[config.mk]
export PLATFORM = sky130hd
export DESIGN_NAME = clk_div_prog
export DESIGN_NICKNAME = d
export VERILOG_FILES = /design/src/rtl/clk_div_pkg.sv /design/src/rtl/clk_div_oddphase.sv /design/src/rtl/clk_div_prog.sv
export SDC_FILE = /design/constraint.sdc
export NUM_CORES = 1
export LEC_CHECK = 0
export CORE_AREA = 2 2 63 65
export CTS_CLUSTER_SIZE = 24
export DETAILED_ROUTE_END_ITERATION = 10
export DIE_AREA = 0 0 65 67
export PLACE_DENSITY_LB_ADDON = 0.2
export SYNTH_ARGS = -nofsm -noshare
export SYNTH_HDL_FRONTEND = slang
export SYNTH_HIERARCHICAL = 1
export SYNTH_SLANG_ARGS = --single-unit
[constraint.sdc]
create_clock -name clk_in -period 2.9 [get_ports clk_in]
set_input_delay 0.87 -clock clk_in [delete_from_list [all_inputs] [get_ports clk_in]]
set_output_delay 0.87 -clock clk_in [all_outputs]
set_load 0.1 [all_outputs]
[src/rtl/clk_div_pkg.sv]
`timescale 1ns/1ps
`default_nettype none
// clk_div_pkg: shared constants and helpers for the programmable clock divider.
// rev 1.0
package clk_div_pkg;

  localparam int   MIN_DIV     = 2;
  localparam logic MODE_DUTY50 = 1'b0;
  localparam logic MODE_PULSE  = 1'b1;

  // Computed one bit wider than the operand so N = all-ones cannot overflow
  function automatic logic [32:0] half_ceil(input logic [31:0] n);
    return ({1'b0, n} + 33'd1) >> 1;
  endfunction

endpackage
`default_nettype wire

[src/rtl/clk_div_oddphase.sv]
`timescale 1ns/1ps
`default_nettype none
// clk_div_oddphase: falling-edge phase flop and odd/even select for the divider.
// rev 1.0
module clk_div_oddphase (
  input  logic clk_in,
  input  logic reset,
  input  logic p,
  input  logic div_lsb,
  input  logic pulse,
  output logic n,
  output logic odd_sel
);

  // The only negedge-clocked state in the divider; shifts p by half a source cycle
  always_ff @(negedge clk_in or posedge reset) begin
    if (reset) begin
      n <= 1'b0;
    end else begin
      n <= p;
    end
  end

  assign odd_sel = div_lsb & ~pulse;

endmodule
`default_nettype wire

[src/rtl/clk_div_prog.sv]
`timescale 1ns/1ps
`default_nettype none
// clk_div_prog: runtime-programmable integer clock divider, 50 % duty or pulse output.
// rev 1.0
module clk_div_prog
  import clk_div_pkg::*;
#(
  parameter int WIDTH       = 8,
  parameter int DEFAULT_DIV = 3
) (
  input  logic             clk_in,
  input  logic             reset,
  input  logic             en,
  input  logic [WIDTH-1:0] div_val,
  input  logic             div_load,
  input  logic             pulse_mode,
  output logic             clk_out,
  output logic             tick,
  output logic [WIDTH-1:0] div_cur,
  output logic             div_err
);

  logic [WIDTH-1:0] cnt;
  logic [WIDTH-1:0] div_pend;
  logic             pend_vld;
  logic             mode_cur;
  logic             en_d;
  logic             p;
  logic             n;
  logic             tick_q;
  logic             err_q;
  logic             odd_sel;
  logic             active;
  logic             wrap;
  logic             apply;
  logic             load_ok;
  logic             load_bad;
  logic             p_next;
  logic [32:0]      half;

  // Running needs en on two consecutive edges, which gives the one-cycle start latency
  assign active   = en & en_d;
  assign wrap     = active & (cnt >= div_cur - WIDTH'(1));
  assign apply    = wrap | ~active;
  assign load_ok  = div_load & (div_val >= WIDTH'(MIN_DIV));
  assign load_bad = div_load & ~load_ok;
  assign half     = half_ceil(32'(div_cur));
  assign p_next   = active & (33'(cnt) < half);

  always_ff @(posedge clk_in or posedge reset) begin
    if (reset) begin
      cnt      <= '0;
      div_cur  <= WIDTH'(DEFAULT_DIV);
      div_pend <= '0;
      pend_vld <= 1'b0;
      mode_cur <= MODE_DUTY50;
      en_d     <= 1'b0;
      p        <= 1'b0;
      tick_q   <= 1'b0;
      err_q    <= 1'b0;
    end else begin
      en_d   <= en;
      cnt    <= (active && !wrap) ? cnt + WIDTH'(1) : '0;
      p      <= p_next;
      tick_q <= active & (cnt == '0);
      err_q  <= load_bad;
      // Divisor and mode only change on a period boundary (or while stopped)
      if (apply) begin
        mode_cur <= pulse_mode;
        pend_vld <= 1'b0;
        if (load_ok) begin
          div_cur <= div_val;
        end else if (pend_vld) begin
          div_cur <= div_pend;
        end
      end else if (load_ok) begin
        div_pend <= div_val;
        pend_vld <= 1'b1;
      end
    end
  end

  clk_div_oddphase u_oddphase (
    .clk_in  (clk_in),
    .reset   (reset),
    .p       (p),
    .div_lsb (div_cur[0]),
    .pulse   (mode_cur),
    .n       (n),
    .odd_sel (odd_sel)
  );

  // Pulse output shares the tick flop: both are the registered start-of-period strobe
  assign clk_out = (mode_cur == MODE_PULSE) ? tick_q
                 : (odd_sel ? (p & n) : p);
  assign tick    = tick_q;
  assign div_err = err_q;

endmodule
`default_nettype wire
==> impl_metrics.yaml <==
outcome:
  outcome: "finished, violations left"
  violations_in_the_final_reports: "setup timing"
power:
  ir_drop_v: 0.000368
  power_per_cell_area_nw_per_um2: 573
  overall_power_after_layout_uw: 1350
  power.leakage_uw: 0.00106
drt:
  wirelength_um: 4090
  detailedRoute.firstIterationViolations: 77
  dr_total_vias: 1488
  detail_route.vias_per_cell: 5.72
  postRouteAntennaNets: 0
  drc: 0
  drt_pass1_iterations: 4
  post_drt_wl_per_cell_um: 15.7
setup_path:
  worst_ep_required_time_ns: 2.03
  cp_num_buf_inv: 1
  cpMaxStageDelayCell: "sky130_fd_sc_hd__dfrtn_1"
  r2r_setup_slack_ns: 0.13
  cp-start-kind: "register"
  crit_family: "flip-flops"
  rr_endpoint: "div_pend[0]"
  critical_path.max_fanout: 1
  cp.depth: 3
  worstReg2RegStart: "div_cur[0]"
  cell_depth_of_the_worst_flop_to_flop_path: 9
  critical_path_class: "register to output pin"
  cp-end-kind: "output pin"
  setup.worst_path.end: "clk_out"
  worstSetupStartpoint: "u_oddphase/n"
  data_arrival_at_the_endpoint_of_the_critical_path_ns: 2.53
  worstPathCellList: "o21ai_2 > o21ai_4 > buf_12"
  worst_path_max_stage_delay_ns: 0.40
final_layout:
  fin_area_sq_um: 2360
  finish.net_count: 243
  areaGrowthSynthToFinish_pct: 21.8
  n_antenna_cell: 0
  most_frequent_cells_in_the_layout: "sky130_fd_sc_hd__dfrtp_1 (23), sky130_fd_sc_hd__ha_1 (19), sky130_fd_sc_hd__buf_4 (16)"
  layout-drive-gt1-share_pct: 23.6
  layout.cells.most_common: "sky130_fd_sc_hd__dfrtp_1"
  final.fill_count: 293
placement:
  io_buffer_count: 23
  placedInstanceArea_sq_um: 2250
  dp_hpwl_um: 3060
  place.gp.congestion: 0.809
global_route:
  initial_antenna_violation_count: 0
  m1_gr_usage_pct: 27.4
  number_of_global_route_vias_before_repair: 1470
  use_met2_pct: 35.2
  grt.met3_usage_pct: 6.08
  total_gr_overflow: 0
  grt_util_all_layers_pct: 21.7
  global_route.peak_usage_layer: "met2"
  grt_pass1_wl_um: 6930
  pin_count_of_the_biggest_net_entering_global_routing: 31
run:
  max_cap_viols: 0
sta:
  slew_violations: 0
  unrepaired_setup_endpoints_after_global_routing: "yes"
  worst_slew_margin_rel_pct: 71.3
  setup_total_negative_slack_ns: -0.502
  setup_violations: 1
  worst_clock_skew_ns: 0.00738
  finalWorstSetupSlack_ns: -0.502
  final-hold-violation-count: 0
  worstMarginPinSlew_ns: 0.429
  hold-worst-slack_ns: 0.514
floorplanning:
  design.portCount: 24
  dieHeight_um: 67
  start_util_pct: 53.6
  coreArea_sq_um: 3610
  fp-row-count: 22
  floorplan.die_area_sq_um: 4360
  fp.dieW_um: 65
clock_network:
  clock_tree.buffer_depth: 2
  numCtsBuffers: 5
  post-cts-setup-buffers: 0
  htree_levels: 2
  worst_skew_pair.late_latency_ns: 0.29
  clock_tree.root_cell: "sky130_fd_sc_hd__clkbuf_8"
  numClockSinks: 31
  cts_tree: "yes"
  post_cts_resize_count: 0
  worst_setup_hold_path_clk_slew_ns: 0.06
yosys:
  ys_dominant_reg_cell: "sky130_fd_sc_hd__dfrtp_1"
  synth_seq_area_share_pct: 40.2
  synthSimpleGateAreaFrac_pct: 16.0
  synth_compound_area_share_pct: 14.7
  ys_async_sr_fraction_pct: 100
  syn_nets: 215
  post_synth.cell_area_avg_sq_um: 10.6
  synth_cells: 183
  synthesis.area_sq_um: 1930
  synth.area.mux_share_pct: 5.24
  ys_ff_latch: 31
  synth_cell_types: 46
  edff_count_synth: 0
  synthesized_area_fraction_occupied_by_adder_cells_pct: 12.3
  synth_top_family_by_area: "simple AND/OR/NAND/NOR gates"
  xor_and_xnor_fraction_of_the_mapped_netlist_area_pct: 8.15
  ys_warn_count: 6
hold_path:
  holdCritPathClass: "register to register"
==> worst register-to-register path, delay by kind of cell (launching register included) <==
kind                     cells  cell delay [ns]
adder cells (fa/ha/maj)      2             0.54
buffers and inverters        1             0.10
flip-flops                   1             0.68
AO/OA/AOI/OAI                3             0.77
XOR/XNOR                     1             0.14
AND/OR/NAND/NOR              1             0.12
multiplexers                 1             0.32
==> cells by family (layout without fill, tap and decap cells) <==
| kind of cell | Yosys count | count (layout) |
|---|---|---|
| buffers and inverters | 15 | 44 |
| muxes | 8 | 8 |
| DFF | 31 | 31 |
| adders and majority gates | 19 | 19 |
| and+or+nand+nor | 56 | 56 |
| AOI/OAI and AO/OA | 36 | 36 |
| xor gates and xnor gates | 18 | 18 |
==> area by class of cell <==
type / instances / area [sq um] / area share (%)
Inverter: 7 / 26.3 / 1.12
Tap cell: 48 / 60.1 / 2.55
Sequential cell: 31 / 793 / 33.7
Timing Repair Buffer: 29 / 260 / 11.0
Clock inverter: 1 / 7.51 / 0.319
Multi-Input combinational cell: 137 / 1110 / 47.2
Clock buffer: 7 / 96.3 / 4.09
==> state kept, by name, indices dropped and copies added, names as in the netlist <==
| signal | count |
|---|---|
| div_cur | 8 |
| cnt | 8 |
| u_oddphase/n | 1 |
| p | 1 |
| pend_vld | 1 |
| tick | 1 |
| div_pend | 8 |
| en_d | 1 |
| div_err | 1 |
| mode_cur | 1 |
==> metrics by stage <==
step	cells	utilization (%)	setup slack [ns]
final	260	65.3	-0.502
after global routing	260	65.3	-0.542
after CTS	260	65.3	-0.509
after detailed placement	252	62.5	-0.225
after global placement	252	62.5	-0.219
after floorplan	183	-	-0.435
==> worst min-delay path by stage <==
stage / from / end / slack [ns] / cells past startpoint
3_3_place_gp: div_pend[5] / div_pend[5] / 0.49 / 1
6_report: div_pend[6] / div_pend[6] / 0.51 / 1
5_1_grt: div_pend[6] / div_pend[6] / 0.53 / 1
4_1_cts: div_pend[6] / div_pend[6] / 0.52 / 1
3_5_place_dp: div_pend[6] / div_pend[6] / 0.50 / 1
2_1_floorplan: div_pend[2] / div_pend[2] / 0.48 / 1
==> cells in the mapped netlist (3+ instances only) <==
cell,number,area (sq um)
sky130_fd_sc_hd__clkbuf_1,4,15.0
sky130_fd_sc_hd__nor3_1,3,15.0
sky130_fd_sc_hd__nand2_1,14,52.6
sky130_fd_sc_hd__ha_1,19,238
sky130_fd_sc_hd__mux2_4,3,45.0
sky130_fd_sc_hd__inv_1,7,26.3
sky130_fd_sc_hd__dfrtp_1,28,701
sky130_fd_sc_hd__a21oi_1,3,15.0
sky130_fd_sc_hd__nor2_1,12,45.0
sky130_fd_sc_hd__o21ai_0,5,25.0
sky130_fd_sc_hd__xor2_1,12,105
sky130_fd_sc_hd__mux2_2,5,56.3
sky130_fd_sc_hd__xnor2_1,6,52.6
sky130_fd_sc_hd__a22oi_1,5,37.5
sky130_fd_sc_hd__nand3_1,9,45.0
sky130_fd_sc_hd__o2bb2ai_1,7,61.3
==> power breakdown <==
| group | leakage [uW] | switching (uW) | internal (uW) |
|---|---|---|---|
| logic | 0.000621 | 263 | 157 |
| registers | 0.000385 | 67.0 | 489 |
| clock network | 0.0000505 | 159 | 215 |
| total | 0.00106 | 489 | 862 |
==> what timing repair did <==
action / CTS / global route
pin swaps: 1 / 0
endpoints found under the setup margin: 1 / 1
hold buffers: 0 / 0
endpoints found under the hold margin: 0 / 0
cloned: 0 / 0
==> metal layers <==
| layer | part of all wire (%) | vias to the layer above |
|---|---|---|
| met4 | 2.1 | 0 |
| li1 | - | 720 |
| met1 | 43 | 722 |
| met5 | 0 | - |
| met3 | 5.5 | 9 |
| met2 | 50 | 37 |
(Power assumes the default switching activity.)
